**src/rtl/uartin_if.sv**
```systemverilog
// Bundle between the serial receiver and its surroundings: the serial pin,
// the FIFO full flag, and the FIFO write side (byte, strobe, error pulses).
// master: the receiver (reads rx/n_full, drives data/n_wr/frame_err/overrun).
// slave:  the pin/FIFO side (drives rx/n_full, reads the receiver outputs).
interface uartin_if;
  logic       rx;
  logic       n_full;
  logic [7:0] data;
  logic       n_wr;
  logic       frame_err;
  logic       overrun;

  modport master (
    input  rx,
    input  n_full,
    output data,
    output n_wr,
    output frame_err,
    output overrun
  );

  modport slave (
    output rx,
    output n_full,
    input  data,
    input  n_wr,
    input  frame_err,
    input  overrun
  );
endinterface

```
**src/rtl/uartin.sv**
```systemverilog
// 8N1 serial receiver feeding a FIFO write port via an active-low strobe.
// Latency: write/flag pulse appears after the mid-stop-bit sample, about 2 + CDIV/2 + 9*CDIV cycles after the start edge.
// Backpressure: n_full is looked at only at the stop sample; a full FIFO drops the byte and pulses overrun.
// Ports: clk, rst (async, active-high), bus (uartin_if.master):
//   bus.rx in, bus.n_full in, bus.data[7:0] out, bus.n_wr out, bus.frame_err out, bus.overrun out.
module uartin #(
  parameter int CDIV = 434
) (
  input  logic      clk,
  input  logic      rst,
  uartin_if.master  bus
);

  localparam int            CW      = $clog2(CDIV + 1);
  localparam logic [CW-1:0] CNT_ONE = CW'(1);
  localparam logic [CW-1:0] CNT_H   = CW'(CDIV / 2);
  localparam logic [CW-1:0] CNT_BIT = CW'(CDIV);

  typedef enum logic [2:0] {
    S_IDLE,
    S_START,
    S_DATA,
    S_STOP,
    S_BREAK
  } state_t;

  state_t        state_q, state_d;
  logic [CW-1:0] cnt_q, cnt_d;
  logic [2:0]    idx_q, idx_d;
  logic [7:0]    shift_q, shift_d;
  logic [7:0]    data_q, data_d;
  logic          n_wr_q, n_wr_d;
  logic          frame_err_q, frame_err_d;
  logic          overrun_q, overrun_d;
  logic          rx_meta_q, rx_s_q;

  // Two-flop synchronizer; resets to the idle (HIGH) line level so that
  // reset release never looks like a start edge by itself.
  always_ff @(posedge clk or posedge rst) begin
    if (rst) begin
      rx_meta_q <= 1'b1;
      rx_s_q    <= 1'b1;
    end else begin
      rx_meta_q <= bus.rx;
      rx_s_q    <= rx_meta_q;
    end
  end

  always_ff @(posedge clk or posedge rst) begin
    if (rst) begin
      state_q     <= S_IDLE;
      cnt_q       <= '0;
      idx_q       <= '0;
      shift_q     <= '0;
      data_q      <= 8'h00;
      n_wr_q      <= 1'b1;
      frame_err_q <= 1'b0;
      overrun_q   <= 1'b0;
    end else begin
      state_q     <= state_d;
      cnt_q       <= cnt_d;
      idx_q       <= idx_d;
      shift_q     <= shift_d;
      data_q      <= data_d;
      n_wr_q      <= n_wr_d;
      frame_err_q <= frame_err_d;
      overrun_q   <= overrun_d;
    end
  end

  // cnt reads N on the N-th edge spent in a state: it is loaded with 1 on
  // entry and on every sample edge, and counts up otherwise. In IDLE and
  // BREAK it is unused and simply held.
  always_comb begin
    state_d     = state_q;
    cnt_d       = cnt_q;
    idx_d       = idx_q;
    shift_d     = shift_q;
    data_d      = data_q;
    n_wr_d      = 1'b1;
    frame_err_d = 1'b0;
    overrun_d   = 1'b0;

    unique case (state_q)
      S_IDLE: begin
        if (!rx_s_q) begin
          state_d = S_START;
          cnt_d   = CNT_ONE;
        end
      end

      // Mid-start-bit check; a line back HIGH here was only a glitch.
      S_START: begin
        if (cnt_q == CNT_H) begin
          cnt_d = CNT_ONE;
          if (!rx_s_q) begin
            state_d = S_DATA;
            idx_d   = '0;
          end else begin
            state_d = S_IDLE;
          end
        end else begin
          cnt_d = cnt_q + CNT_ONE;
        end
      end

      S_DATA: begin
        if (cnt_q == CNT_BIT) begin
          cnt_d          = CNT_ONE;
          shift_d[idx_q] = rx_s_q;
          idx_d          = idx_q + 3'd1;
          if (idx_q == 3'd7) begin
            state_d = S_STOP;
          end
        end else begin
          cnt_d = cnt_q + CNT_ONE;
        end
      end

      // Returning to IDLE at mid-stop-bit leaves half a bit to catch a
      // start edge that immediately follows.
      S_STOP: begin
        if (cnt_q == CNT_BIT) begin
          cnt_d = CNT_ONE;
          if (rx_s_q) begin
            state_d = S_IDLE;
            if (bus.n_full) begin
              data_d = shift_q;
              n_wr_d = 1'b0;
            end else begin
              overrun_d = 1'b1;
            end
          end else begin
            frame_err_d = 1'b1;
            state_d     = S_BREAK;
          end
        end else begin
          cnt_d = cnt_q + CNT_ONE;
        end
      end

      // A line held LOW after a bad stop bit must go HIGH before the next
      // start bit is accepted, otherwise a break decodes as 0x00 frames.
      S_BREAK: begin
        if (rx_s_q) begin
          state_d = S_IDLE;
          cnt_d   = CNT_ONE;
        end
      end

      default: begin
        state_d = S_IDLE;
        cnt_d   = CNT_ONE;
      end
    endcase
  end

  assign bus.data      = data_q;
  assign bus.n_wr      = n_wr_q;
  assign bus.frame_err = frame_err_q;
  assign bus.overrun   = overrun_q;

endmodule

```
**src/flat_wrapper.sv**
```systemverilog
// flat-port wrapper written by rule: the top's interface ports become plain ports
module uartin_flat 
#(
  parameter int CDIV = 434
)
  (clk, rst, bus_rx, bus_n_full, bus_data, bus_n_wr, bus_frame_err, bus_overrun);
  uartin_if bus_i ();
  input  logic clk;
  input  logic rst;
  input wire logic [$bits(bus_i.rx)-1:0] bus_rx;
  input wire logic [$bits(bus_i.n_full)-1:0] bus_n_full;
  output wire logic [$bits(bus_i.data)-1:0] bus_data;
  output wire logic [$bits(bus_i.n_wr)-1:0] bus_n_wr;
  output wire logic [$bits(bus_i.frame_err)-1:0] bus_frame_err;
  output wire logic [$bits(bus_i.overrun)-1:0] bus_overrun;
  assign bus_i.rx = bus_rx;
  assign bus_i.n_full = bus_n_full;
  assign bus_data = bus_i.data;
  assign bus_n_wr = bus_i.n_wr;
  assign bus_frame_err = bus_i.frame_err;
  assign bus_overrun = bus_i.overrun;
  uartin #(.CDIV(CDIV)) u_core (.clk(clk), .rst(rst), .bus(bus_i));
endmodule
```
**config.mk**
```make
export PLATFORM = sky130hd
export DESIGN_NAME = uartin_flat
export DESIGN_NICKNAME = d
export VERILOG_FILES = /design/src/rtl/uartin_if.sv /design/src/rtl/uartin.sv /design/src/flat_wrapper.sv
export SDC_FILE = /design/constraint.sdc
export NUM_CORES = 1
export LEC_CHECK = 0
export CAP_MARGIN = 10
export CORE_ASPECT_RATIO = 2
export CORE_MARGIN = 1
export CORE_UTILIZATION = 51
export DETAILED_ROUTE_END_ITERATION = 7
export GPL_TIMING_DRIVEN = 0
export PLACE_DENSITY = 0.74
export SETUP_SLACK_MARGIN = 0.3
export SKIP_CTS_REPAIR_TIMING = 1
export SYNTH_ARGS = -nofsm -noshare
export SYNTH_HDL_FRONTEND = slang
export SYNTH_SLANG_ARGS = --single-unit
```
**constraint.sdc**
```tcl
create_clock -name clk -period 1.85 [get_ports clk]
set_clock_uncertainty 0.15 [all_clocks]
set_input_delay 0.2775 -clock clk [delete_from_list [all_inputs] [get_ports clk]]
set_output_delay 0.2775 -clock clk [all_outputs]
set_load 0.01 [all_outputs]
```
==> metrics <==
Async SR Flop Fraction 1.00; minimum clock period ~2100 ps; post-synth top area share 0.467; Netlist cell types 42; compound-gate portion of the synthesized area 0.104; upper clock frequency limit around 480 MHz; initial core utilization 0.547; final hold vios 0; Clock power frac 0.392; Worst Setup SP u_core.cnt_q[1]; # H-tree levels 2; PwrDens a little over 600 nW/um^2; DIE HEIGHT 85.3 um; Detailed Place HPWL between 2000 and 3000 um; drt drc 3; YS warnings 0; Max-Slew Margin vs Limit 0.421; synthesized netlist cell count 155; vias in the first global route 1,348; initial antenna violation count 0; Setup CP Type register to register; DRT Wirelength about 3600 um; clk_lat worst skew about 280 ps; I/O Pins 15; Die ar. between 3000 and 4000 um^2; DR iter-0 viols 17; Hold Crit Start u_core.rx_meta_q; element type at the critical path end register; fin nets ~190; Max Buffers Root-to-Sink 2; Net Switching a little under 0.0003 W; n_diodes 0; Max Cap Violations 0; cell taking the most area after synthesis dfrtp_1; worst-path fanout max 5; syn nets around 160; kind of start point of the critical path register; Worst Path Arrival between 2000 and 2500 ps; status finished, violations left; WP buf/inv 1; xor-xnor portion of the synthesized cell area 0.00495; Overall Global Routing Usage 0.217; drt wl/cell between 15 and 20 um; post-synthesis mux area share 0.120; EDFF count, synth 0; Finished Cell Area 2230 um^2; Post-Synth Simple-Gate Area 0.197; GP Congestion between 0.7 and 0.8; Top FF cell, synth dfrtp_1; Combinational Power Share 0.024; fin crit share 1.13; family with the most delay on the worst path simple AND/OR/NAND/NOR gates; Leak Pwr 1.17 nW; Core Footprint roughly 3200 um^2; post-place setup slack -311 ps; row count 29; clk root buf clkbuf_8; Final ANT Viol Nets 0; clk sink count 36; sequential share of power 0.584; Pint ~0.0011 W; chip width approximately 44 um; largest net degree at the start of global routing 23; fin worst setup slack -235 ps; drt pass-1 iters 7; worst slew pin tran between 800 and 900 ps; Worst-path clk slew ~70 ps; R2R Path End u_core.cnt_q[4]; input/output buffers 14; stages on the worst setup path 6; crit-path cells inv_1 -> ha_1 -> or4b_4 -> o21a_4 -> or2_4 -> a22o_1; register area share after synthesis 0.512; first-pass GRT wire length a little under 6000 um; crit path to u_core.cnt_q[4]; # fillers between 200 and 250; Synth Register Bits 36; placed cell areas roughly 2000 um^2; area grow syn2layout 26.4%; Worst R2R Setup Slack -240 ps; switching share of power 0.215; vias 1,278; R2R Path Start u_core.cnt_q[1]; Syn Area/Cell roughly 11 um^2; gr ovfl total 0; most common library cells after synthesis dfrtp_1 (33), nand2_1 (18), mux2_2 (13); Peak VDD IR 0.605 mV; fraction of layout cells with a size suffix above 1 0.306; unrepaired setup endpoints after global routing true; total CTS buffers 5; max-slew violation count 0; most common cell in the netlist dfrtp_1; slowest CP cell or4b_4; vias per cell around 6; largest family of logic cells by synthesized area simple AND/OR/NAND/NOR gates; CTS tree yes; Reg2Reg Depth 6; worst hold path class register to register; Syn Std Cell Area 1770 um^2; Slowest Stage Delay on Critical Path 500 ps; Post-Synth Adder-Cell Area 0.0354; Crit path required time about 1900 ps; largest cells by area after synthesis dfrtp_1 (47%), mux2_2 (8.3%), dfstp_2 (4.5%); violated checks DRC, setup timing; Final setup viols 29
## power by group through the flow
stage | combinational (W) | clock (W) | sequential (W)
floorplan | 0.0000167 | 0 | 0.000807
global placement | 0.0000286 | 0 | 0.000808
detailed placement | 0.0000331 | 0 | 0.000808
CTS | 0.0000331 | 0.000553 | 0.000793
global route | 0.0000377 | 0.000577 | 0.000793
finish | 0.0000323 | 0.000533 | 0.000794
## sequential cells by signal, indices dropped and copies added, names as in the netlist, 3 cells and up
name	cells
u_core.cnt_q	9
u_core.bus.data	8
u_core.shift_q	8
u_core.idx_q	3
u_core.state_q	3
## final cells by class
type	count	area, um^2	share of cell area
buffer	7	36.3	0.0162
clock buffer	7	76.3	0.0342
clock inverter	1	5.00	0.00224
inverter	5	18.8	0.00840
multi-input combinational	107	917	0.410
sequential	36	906	0.405
tap	31	38.8	0.0174
timing repair buffer	20	236	0.106
## cell families (layout without fill, tap and decap cells)
logic type | Yosys count | after routing
flip-flops | 36 | 36
XOR/XNOR | 1 | 1
multiplexers | 19 | 19
buffers and inverters | 12 | 40
adder cells (fa/ha/maj) | 5 | 5
AO/OA/AOI/OAI | 24 | 24
AND/OR/NAND/NOR | 58 | 58
## how the worst min path moves through the flow
stage,slack (ps),cells past startpoint,endpoint
2_1_floorplan,130,0,u_core.rx_meta_q
3_3_place_gp,200,0,u_core.rx_s_q
3_5_place_dp,200,0,u_core.rx_s_q
4_1_cts,210,0,u_core.rx_s_q
5_1_grt,210,0,u_core.rx_s_q
6_report,210,0,u_core.rx_s_q
## placed cells by master, fill, tap and decap left out, types with 3 or more instances in the layout
| master | count |
|---|---|
| inv_1 | 4 |
| mux2_2 | 12 |
| nand4_1 | 3 |
| mux2_1 | 3 |
| nand3_1 | 5 |
| buf_4 | 3 |
| clkdlybuf4s50_1 | 3 |
| nand2_1 | 18 |
| nor3_1 | 4 |
| mux2_4 | 3 |
| dfstp_2 | 3 |
| nand4b_1 | 3 |
| clkbuf_8 | 5 |
| nor2_1 | 3 |
| a21oi_1 | 3 |
| dlymetal6s2s_1 | 11 |
| a22o_1 | 4 |
| ha_1 | 4 |
| clkbuf_1 | 5 |
| dfrtp_1 | 32 |
## metal layers
metal  GRT usage  vias up  routed length, um
met5           0        -                  0
met4       0.122        0                 80
met3      0.0404        5                 87
met2       0.419       17               2170
met1       0.192      634               1270
li1            -      622                  -
## through the flow
stage	instances	total power [W]	hold slack, ps	util	TNS (ps)
global route	214	0.00141	215	0.692	-5780
floorplan	155	0.000824	132	-	-633
global placement	200	0.000836	196	0.615	-7410
CTS	209	0.00138	210	0.645	-4290
finish	214	0.00136	209	0.692	-3770
detailed placement	201	0.000841	200	0.620	-3960
Note: power is estimated with default switching activity, not from simulation.
